## src/rtl/uart_arb_pkg.sv

```systemverilog
// Shared types and width helpers for the UART TX arbiter.
// Counter widths are derived from the top-level parameters through the functions below.
package uart_arb_pkg;

  typedef enum logic {
    IDLE = 1'b0,
    XFER = 1'b1
  } state_e;

  localparam int unsigned DEF_N_REQ        = 4;
  localparam int unsigned DEF_MAX_BURST    = 16;
  localparam int unsigned DEF_IDLE_TIMEOUT = 32;

  function automatic int unsigned idx_w(input int unsigned n);
    return (n > 1) ? $clog2(n) : 1;
  endfunction

  function automatic int unsigned cnt_w(input int unsigned max_val);
    return $clog2(max_val + 1);
  endfunction

  localparam int unsigned GRANT_W = idx_w(DEF_N_REQ);
  localparam int unsigned BURST_W = cnt_w(DEF_MAX_BURST);
  localparam int unsigned IDLE_W  = cnt_w(DEF_IDLE_TIMEOUT);

  // Modulo-n add for small indices; n need not be a power of two.
  function automatic int wrap_add(input int a, input int b, input int n);
    int s;
    s = a + b;
    if (s >= n) s = s - n;
    return s;
  endfunction

endpackage

```

## src/rtl/uart_rr_pick.sv

```systemverilog
// Round-robin picker: first set bit of req_i searching ptr_i, ptr_i+1, ... modulo N.
// Purely combinational, no backpressure; found_o is low when req_i is all zero.
module uart_rr_pick
  import uart_arb_pkg::*;
#(
  parameter int unsigned N = 4,
  parameter int unsigned W = 2
) (
  input  logic [N-1:0] req_i,
  input  logic [W-1:0] ptr_i,
  output logic         found_o,
  output logic [W-1:0] idx_o
);

  logic [W-1:0] cand;

  // Walk from the farthest offset back to ptr so the nearest request wins.
  always_comb begin
    found_o = 1'b0;
    idx_o   = '0;
    cand    = '0;
    for (int k = N - 1; k >= 0; k--) begin
      cand = W'(wrap_add(int'(ptr_i), k, int'(N)));
      if (req_i[cand]) begin
        found_o = 1'b1;
        idx_o   = cand;
      end
    end
  end

endmodule

```

## src/rtl/uart_tx_arbiter.sv

```systemverilog
// Round-robin, message-granular sharing of one UART TX FIFO write port; one IDLE cycle to grant, zero-latency beats.
// tx_fifo_Full drops req_ready of the granted requester and freezes the idle timer, so backpressure never times out.
module uart_tx_arbiter
  import uart_arb_pkg::*;
#(
  parameter int unsigned N_REQ        = 4,
  parameter int unsigned DATA_W       = 8,
  parameter int unsigned MAX_BURST    = 16,
  parameter int unsigned IDLE_TIMEOUT = 32
) (
  input  logic                      clk,
  input  logic                      reset,
  input  logic [N_REQ-1:0]          req_valid,
  input  logic [N_REQ*DATA_W-1:0]   req_data,
  input  logic [N_REQ-1:0]          req_last,
  output logic [N_REQ-1:0]          req_ready,
  output logic [DATA_W-1:0]         tx_fifo_dataIn,
  output logic                      tx_fifo_writeEn,
  input  logic                      tx_fifo_Full,
  output logic [idx_w(N_REQ)-1:0]   grant_id,
  output logic                      busy
);

  localparam int unsigned GW = idx_w(N_REQ);
  localparam int unsigned BW = cnt_w(MAX_BURST);
  localparam int unsigned IW = cnt_w(IDLE_TIMEOUT);

  state_e          state_q, state_d;
  logic [GW-1:0]   ptr_q, ptr_d;
  logic [GW-1:0]   grant_id_q, grant_id_d;
  logic [BW-1:0]   burst_cnt_q, burst_cnt_d;
  logic [IW-1:0]   idle_cnt_q, idle_cnt_d;

  logic              pick_found;
  logic [GW-1:0]     pick_idx;
  logic              g_valid, g_last;
  logic [DATA_W-1:0] g_data;
  logic              in_xfer, accept, idle_tick, burst_done, idle_done, rel_now;

  uart_rr_pick #(
    .N (N_REQ),
    .W (GW)
  ) u_pick (
    .req_i   (req_valid),
    .ptr_i   (ptr_q),
    .found_o (pick_found),
    .idx_o   (pick_idx)
  );

  always_comb begin
    g_valid = 1'b0;
    g_last  = 1'b0;
    g_data  = '0;
    for (int i = 0; i < N_REQ; i++) begin
      if (grant_id_q == GW'(i)) begin
        g_valid = req_valid[i];
        g_last  = req_last[i];
        g_data  = req_data[i*DATA_W +: DATA_W];
      end
    end
  end

  // Reset gates the outputs so an abandoned message cannot write in the reset cycle.
  assign in_xfer    = (state_q == XFER) && !reset;
  assign accept     = in_xfer && g_valid && !tx_fifo_Full;
  assign idle_tick  = in_xfer && !g_valid && !tx_fifo_Full;
  assign burst_done = burst_cnt_q >= BW'(MAX_BURST - 1);
  assign idle_done  = idle_cnt_q >= IW'(IDLE_TIMEOUT - 1);
  assign rel_now    = (accept && (g_last || burst_done)) || (idle_tick && idle_done);

  always_comb begin
    req_ready = '0;
    for (int i = 0; i < N_REQ; i++) begin
      req_ready[i] = in_xfer && (grant_id_q == GW'(i)) && !tx_fifo_Full;
    end
    tx_fifo_writeEn = accept;
    tx_fifo_dataIn  = in_xfer ? g_data : '0;
    busy            = in_xfer;
    grant_id        = grant_id_q;
  end

  always_comb begin
    state_d     = state_q;
    ptr_d       = ptr_q;
    grant_id_d  = grant_id_q;
    burst_cnt_d = burst_cnt_q;
    idle_cnt_d  = idle_cnt_q;
    case (state_q)
      IDLE: begin
        if (pick_found) begin
          grant_id_d  = pick_idx;
          burst_cnt_d = '0;
          idle_cnt_d  = '0;
          state_d     = XFER;
        end
      end
      XFER: begin
        if (accept) begin
          if (burst_cnt_q != BW'(MAX_BURST)) burst_cnt_d = burst_cnt_q + 1'b1;
          idle_cnt_d = '0;
        end else if (idle_tick && (idle_cnt_q != IW'(IDLE_TIMEOUT))) begin
          idle_cnt_d = idle_cnt_q + 1'b1;
        end
        if (rel_now) begin
          state_d = IDLE;
          ptr_d   = (grant_id_q == GW'(N_REQ - 1)) ? '0 : grant_id_q + 1'b1;
        end
      end
      default: state_d = IDLE;
    endcase
  end

  always_ff @(posedge clk) begin
    if (reset) begin
      state_q     <= IDLE;
      ptr_q       <= '0;
      grant_id_q  <= '0;
      burst_cnt_q <= '0;
      idle_cnt_q  <= '0;
    end else begin
      state_q     <= state_d;
      ptr_q       <= ptr_d;
      grant_id_q  <= grant_id_d;
      burst_cnt_q <= burst_cnt_d;
      idle_cnt_q  <= idle_cnt_d;
    end
  end

endmodule

```

## config.mk

```make
export PLATFORM = sky130hd
export DESIGN_NAME = uart_tx_arbiter
export DESIGN_NICKNAME = d
export VERILOG_FILES = /design/src/rtl/uart_arb_pkg.sv /design/src/rtl/uart_rr_pick.sv /design/src/rtl/uart_tx_arbiter.sv
export SDC_FILE = /design/constraint.sdc
export NUM_CORES = 1
export LEC_CHECK = 0
export ABC_AREA = 1
export BUFFER_PORTS_ARGS = -buffer_cell sky130_fd_sc_hd__buf_2
export CAP_MARGIN = 10
export CORE_MARGIN = 3
export CORE_UTILIZATION = 50
export CTS_CLUSTER_DIAMETER = 40
export CTS_CLUSTER_SIZE = 16
export DETAILED_ROUTE_END_ITERATION = 12
export GPL_TIMING_DRIVEN = 0
export PLACE_DENSITY = 0.8
export SLEW_MARGIN = 20
export SYNTH_ARGS = -nofsm -noshare
export SYNTH_HDL_FRONTEND = slang
export SYNTH_SLANG_ARGS = --single-unit
```

## constraint.sdc

```tcl
create_clock -name clk -period 1.97 [get_ports clk]
set_input_delay 0.197 -clock clk [delete_from_list [all_inputs] [get_ports clk]]
set_output_delay 0.197 -clock clk [all_outputs]
set_load 0.005 [all_outputs]
```

==> impl_metrics.py, run 1 <==
metrics = {
    "worst_setup_path": {
        "crit_path_end_kind": "primary output",
        "crit_path_top_delay_cell": "dfxtp_2",
        "crit_buf_inv": 3,
        "critPathKind": "flip-flop to primary output",
        "cp_top_family": "flip-flops",
        "cp.arrival_ns": 1.66,
        "max_stage_delay_ns": 0.37,
        "r2r_cells": 13,
        "reg2reg_to": "idle_cnt_q[1]$_SDFFE_PP0P_",
        "r2r_start": "grant_id[1]$_SDFFE_PP0P_",
        "crit_chain": "inv_2, ha_2, nor2_4, buf_12, a22oi_2, nand2_1, o21ai_1, a21oi_1, buf_2",
        "start_kind": "flip-flop",
        "r2r_setup_slack_ns": 0.24,
        "required_ns": 1.77,
        "cp_max_fo": 8,
    },
    "floorplanning": {
        "die_w_microns": 63.69,
        "die_area_sq_um": 4056,
        "initial_core_util_pct": 53.63,
        "io_pins": 59,
        "die_y_microns": 63.69,
        "std_cell_rows": 20,
        "core-area_sq_um": 3103,
    },
    "place": {
        "dp_hpwl_microns": 3341,
        "gp_congestion": 0.8310,
        "placed_cells_incl_taps": 367,
        "place_area_sq_um": 2009,
        "io_buffers": 58,
    },
    "yosys": {
        "async_reset_ff_share_pct": 0,
        "synth-seq-cells": 16,
        "syn-instance-count": 265,
        "synth_top_area_share_pct": 19.25,
        "yosysMostFrequentCell": "nand2_1",
        "synth_area_sq_um": 1664,
        "synth_top_area_cell": "dfxtp_1",
        "syn-num-nets": 317,
        "syn_avg_cell_area_sq_um": 6.280,
        "synthDistinctLibCells": 30,
        "synth_common_cells": "nand2_1, nor2_1, inv_1, nand3_1, o21ai_0",
        "synth_warnings": 0,
        "synthTopCellsByArea": "dfxtp_1, nand2_1, ha_1",
        "synth_edf_count": 0,
        "synthFlopType": "dfxtp_1",
        "ys_seq_area_share_pct": 19.25,
    },
    "final_layout": {
        "antennaDiodeCount": 0,
        "final_nets": 383,
        "final_area_sq_um": 2121,
        "drive_above_1_share_pct": 34.85,
        "areaGrowthSynthToFinish_pct": 27.44,
        "fin_cells": 374,
    },
    "sta": {
        "fin_crit_sh_pct": 94.14,
        "rsz0062_at_grt": "yes",
        "fmax_ghz": 0.5392,
        "setup-violations-final": 0,
        "final-hold-violation-count": 0,
        "worstMarginPinSlew_ns": 0.4759,
        "fin_skew_ns": 0.003032,
        "slew_viol_final": 0,
        "final.min_clock_period_ns": 1.855,
        "max-slew-margin-rel_pct": 68.27,
    },
    "routing": {
        "ant_nets": 0,
        "drc": 0,
        "wl_microns": 4416,
        "firstDrtPassIters": 4,
        "routed-via-count": 1891,
        "drtIter0Drc": 148,
        "wl_per_cell_microns": 11.81,
        "vias_per_cell": 5.056,
    },
    "job": {
        "drv_cap": 0,
    },
    "clocking": {
        "cts_buffers": 3,
        "clock-sinks": 16,
        "cts.htree.levels": 1,
        "path_clk_slew_ns": 0.10,
        "clockBufferDepth": 2,
        "clk_latency_ns": 0.30,
        "cts_tree": "done",
        "root_buffer": "clkbuf_4",
    },
    "grt": {
        "grt_pass1_vias": 1769,
        "grt_util_met3_pct": 3.387,
        "gr-usage-met2_pct": 40.42,
        "grt_use_met1_pct": 25.59,
        "gr-total-overflow": 0,
        "antenna_found_initial": 0,
        "grt_max_degree": 11,
        "grt_pass1_wl_microns": 7493,
        "busiest_layer": "met2",
        "grt_usage_pct": 22.02,
    },
    "power": {
        "total_power_mw": 1.211,
        "power.density_nw_per_um2": 570.8,
        "p_leak_nw": 1.102,
        "irDropWorstVdd_mv": 0.4924,
    },
    "min_path": {
        "holdPathStages": 2,
        "whs_endpoint": "grant_id[0]$_SDFFE_PP0P_",
        "hold_path.class": "input pin to flip-flop",
        "min_from": "reset",
    },
    "run_status": {
        "status": "finished, final reports clean",
    },
}
## per-stage QoR
stage	util (%)	setup WS [ns]	TNS [ns]	hold WS, ns
3_3_place_gp	64.76	0.01116	0	0.4145
2_1_floorplan	-	0.2294	0	0.2661
5_1_grt	68.35	-0.01220	-0.01434	0.08617
3_5_place_dp	64.76	-0.003234	-0.003234	0.4167
6_report	68.35	0.1154	0	0.08365
4_1_cts	67.14	0.005303	0	0.08659
## sequential cells by signal, summed over array words and instances, names as in the netlist
| name | cells |
|---|---|
| idle_cnt_q | 6 |
| burst_cnt_q | 5 |
| grant_id | 2 |
| ptr_q | 2 |
| state_q | 1 |
## per-layer routing
metal,vias up,part of all wire (%),wire length [microns]
met4,0,1.4,62
met1,836,45,1983
met3,7,5.3,235
met5,-,0,0
met2,42,48,2135
li1,1006,-,-
## worst max path at each step
stage                        startpoint                         end  cells after the start
6_report       grant_id[1]$_SDFFE_PP0P_           tx_fifo_dataIn[2]                      9
2_1_floorplan  grant_id[1]$_SDFFE_PP0P_  idle_cnt_q[0]$_SDFFE_PP0P_                     13
3_5_place_dp   grant_id[1]$_SDFFE_PP0P_  idle_cnt_q[1]$_SDFFE_PP0P_                     13
5_1_grt        grant_id[1]$_SDFFE_PP0P_           tx_fifo_dataIn[1]                      9
4_1_cts        grant_id[1]$_SDFFE_PP0P_           tx_fifo_dataIn[2]                      8
3_3_place_gp   grant_id[1]$_SDFFE_PP0P_  idle_cnt_q[1]$_SDFFE_PP0P_                     13
## layout by cell type (no fill, tap or decap), drive strengths merged
cell	Yosys	layout
clkinv	5	4
o31ai	1	1
and3	1	1
nand2	80	80
dfxtp	16	16
buf	5	67
nand3	24	24
o21ai	20	20
nand4	7	7
xor2	3	3
nor2	29	29
a22oi	8	8
ha	9	9
a21oi	24	24
o21a	1	1
nand3b	3	3
o211ai	1	1
inv	24	25
and2	1	1
clkbuf	3	6
## report_power, final
group / switching, mW / internal (mW) / leakage [nW]
registers: 0.0432 / 0.360 / 0.133
logic: 0.318 / 0.257 / 0.949
clock network: 0.119 / 0.113 / 0.0210
total: 0.481 / 0.730 / 1.10
## logic make-up (layout without fill, tap and decap cells)
kind of cell,count (synthesis),in the layout,share of synthesized area (%)
buffers and inverters,37,102,10.00
AND/OR/NAND/NOR,145,145,42.86
XOR/XNOR,3,3,1.579
flip-flops,16,16,19.25
adder cells (fa/ha/maj),9,9,6.767
AO/OA/AOI/OAI,55,55,19.55
## repair_timing
action | CTS | global route
setup endpoints to repair | 14 | 15
hold buffers | 0 | 0
setup buffers | 2 | 1
gates resized for setup | 7 | 20
pin swaps | 1 | 3
## cell type report
cell class                 instances  area [sq um]
inverter                          29         117.6
tap                               44         55.05
sequential                        16         325.3
buffer                             8         62.56
fill                             319         982.2
timing repair buffer              61         329.1
multi-input combinational        212          1195
clock buffer                       4         36.28
(Power assumes the default switching activity.)
==> run 2: changes to the inputs <==
Clock period 1.97 ns to 1.85 ns, I/O delays scaled along.
==> run 2 against run 1 <==
Against the previous run:
- register-to-register slack worse by 0.08 ns
- wire length increased by 1.9%
- sequential share of layout area decreased by 0.36 points
- sequential power rose by 6.7%
- final cell count up 0.80%
- cell area up 3.2%
- core utilization grew 2.2 points
- die area stayed put
- critical path depth rose by 1
- worst hold slack got worse by 0.016 ns
- critical path type unchanged
- highest routed layer unchanged
==> impl_metrics.py, run 2 (same netlist as run 1, synthesis figures left out) <==
metrics = {
    "run_status": {
        "status": "finished, final reports clean",
    },
    "floorplanning": {
        "die_area_sq_um": 4056,
        "initial_core_util_pct": 53.63,
        "die_w_microns": 63.69,
        "std_cell_rows": 20,
        "core-area_sq_um": 3103,
        "io_pins": 59,
        "die_y_microns": 63.69,
    },
    "place": {
        "io_buffers": 58,
        "dp_hpwl_microns": 3341,
        "place_area_sq_um": 2009,
        "gp_congestion": 0.8310,
    },
    "clocking": {
        "cts.htree.levels": 1,
        "clock-sinks": 16,
        "cts_tree": "done",
        "clockBufferDepth": 2,
        "clk_latency_ns": 0.30,
        "path_clk_slew_ns": 0.11,
        "cts_buffers": 3,
        "root_buffer": "clkbuf_4",
        "hold_buffers": 0,
    },
    "sta": {
        "rsz0062_at_grt": "yes",
        "worstMarginPinSlew_ns": 0.4767,
        "hold_ws_ns": 0.06726,
        "fin_crit_sh_pct": 99.67,
        "tns_ns": 0,
        "final.min_clock_period_ns": 1.844,
        "fin_skew_ns": 0.001677,
        "fmax_ghz": 0.5423,
        "max-slew-margin-rel_pct": 68.22,
        "final-hold-violation-count": 0,
        "slew_viol_final": 0,
        "setup-violations-final": 0,
    },
    "final_layout": {
        "antennaDiodeCount": 0,
        "drive_above_1_share_pct": 35.44,
        "fillerInstances": 311,
        "final_nets": 386,
        "areaGrowthSynthToFinish_pct": 31.50,
        "final_common_cell": "nand2_1",
        "layout_common_cells": "nand2_1, buf_2, nor2_1, nand3_1",
        "top_register": "idle_cnt_q",
        "final_area_sq_um": 2188,
        "largest_reg_flops": 6,
        "reg_top3": "idle_cnt_q: 6 flops, burst_cnt_q: 5 flops",
    },
    "power": {
        "irDropWorstVdd_mv": 0.5242,
        "total_power_mw": 1.318,
        "power.density_nw_per_um2": 602.1,
        "p_leak_nw": 1.123,
    },
    "routing": {
        "wl_per_cell_microns": 11.94,
        "drtIter0Drc": 148,
        "wl_microns": 4501,
        "firstDrtPassIters": 4,
        "ant_nets": 0,
        "vias_per_cell": 5.111,
        "drc": 0,
        "routed-via-count": 1927,
    },
    "worst_setup_path": {
        "crit_path_top_delay_cell": "dfxtp_4",
        "critPathKind": "flip-flop to primary output",
        "start_kind": "flip-flop",
        "crit_path_end_kind": "primary output",
        "crit_chain": "inv_4, ha_4, inv_2, nor2_4, buf_12, a22oi_1, nand2_1, o21ai_1, a21oi_1, buf_2",
        "required_ns": 1.66,
        "max_stage_delay_ns": 0.39,
        "cp.arrival_ns": 1.66,
        "cp_max_fo": 8,
    },
    "grt": {
        "antenna_found_initial": 0,
        "grt_pass1_vias": 1818,
        "gr-total-overflow": 0,
        "grt_max_degree": 11,
        "grt_usage_pct": 23.05,
        "grt_pass1_wl_microns": 7790,
    },
    "min_path": {
        "hold_path.class": "input pin to flip-flop",
    },
    "job": {
        "drv_cap": 0,
    },
}
run 2: per-stage QoR:
stage                     util [%]  worst slack [ns]  cells
after floorplan                  -            0.1094    265
after global placement       64.76           -0.1088    367
after detailed placement     64.76           -0.1232    367
after CTS                    69.76          0.003761    376
after global routing         70.52           -0.1212    377
final                        70.52          0.006148    377
run 2: metal layers:
layer	vias up	track usage, %	part of all wire (%)
li1	1014	-	-
met1	853	26.11	42
met2	53	42.11	50
met3	7	4.100	6.6
met4	0	9.164	1.4
met5	-	0	0
run 2: area by class of cell:
type | instances | area (sq um) | area share [%]
multi-input cells | 212 | 1222 | 55.86
repair buffers | 64 | 357.8 | 16.35
clock buffers | 4 | 36.28 | 1.658
inverters | 29 | 122.6 | 5.603
flip-flops and latches | 16 | 327.8 | 14.98
plain buffers | 8 | 66.31 | 3.030
well taps | 44 | 55.05 | 2.516
run 2: power by group:
part | leakage (nW) | internal, mW | switching, mW | total (mW)
Sequential | 0.133 | 0.384 | 0.0469 | 0.431
Clock | 0.0210 | 0.120 | 0.130 | 0.251
Combinational | 0.968 | 0.290 | 0.347 | 0.636
run 2: final timing paths:
kind / slack, ns / to / cells past startpoint / from
worst max register to register: 0.16 / idle_cnt_q[1]$_SDFFE_PP0P_ / 14 / grant_id[0]$_SDFFE_PP0P_
worst max-delay path: 0.006 / tx_fifo_dataIn[2] / 10 / grant_id[0]$_SDFFE_PP0P_
worst min-delay path: 0.07 / grant_id[0]$_SDFFE_PP0P_ / 2 / reset
worst min register to register: 0.54 / idle_cnt_q[0]$_SDFFE_PP0P_ / 2 / idle_cnt_q[0]$_SDFFE_PP0P_
run 2: critical path, delay by kind of cell, from the launching register on:
| kind | cells | cell delay, ns |
|---|---|---|
| DFF | 1 | 0.39 |
| buffers and inverters | 4 | 0.39 |
| AOI/OAI and AO/OA | 3 | 0.25 |
| and+or+nand+nor | 2 | 0.21 |
| adders and majority gates | 1 | 0.12 |
run 2: repair_timing:
item                                    4_1_cts  5_1_grt
pin swaps                                     4        5
gates cloned                                  0        0
setup buffers                                 5        1
endpoints found under the setup margin       24       22
gates resized for setup                      25        6
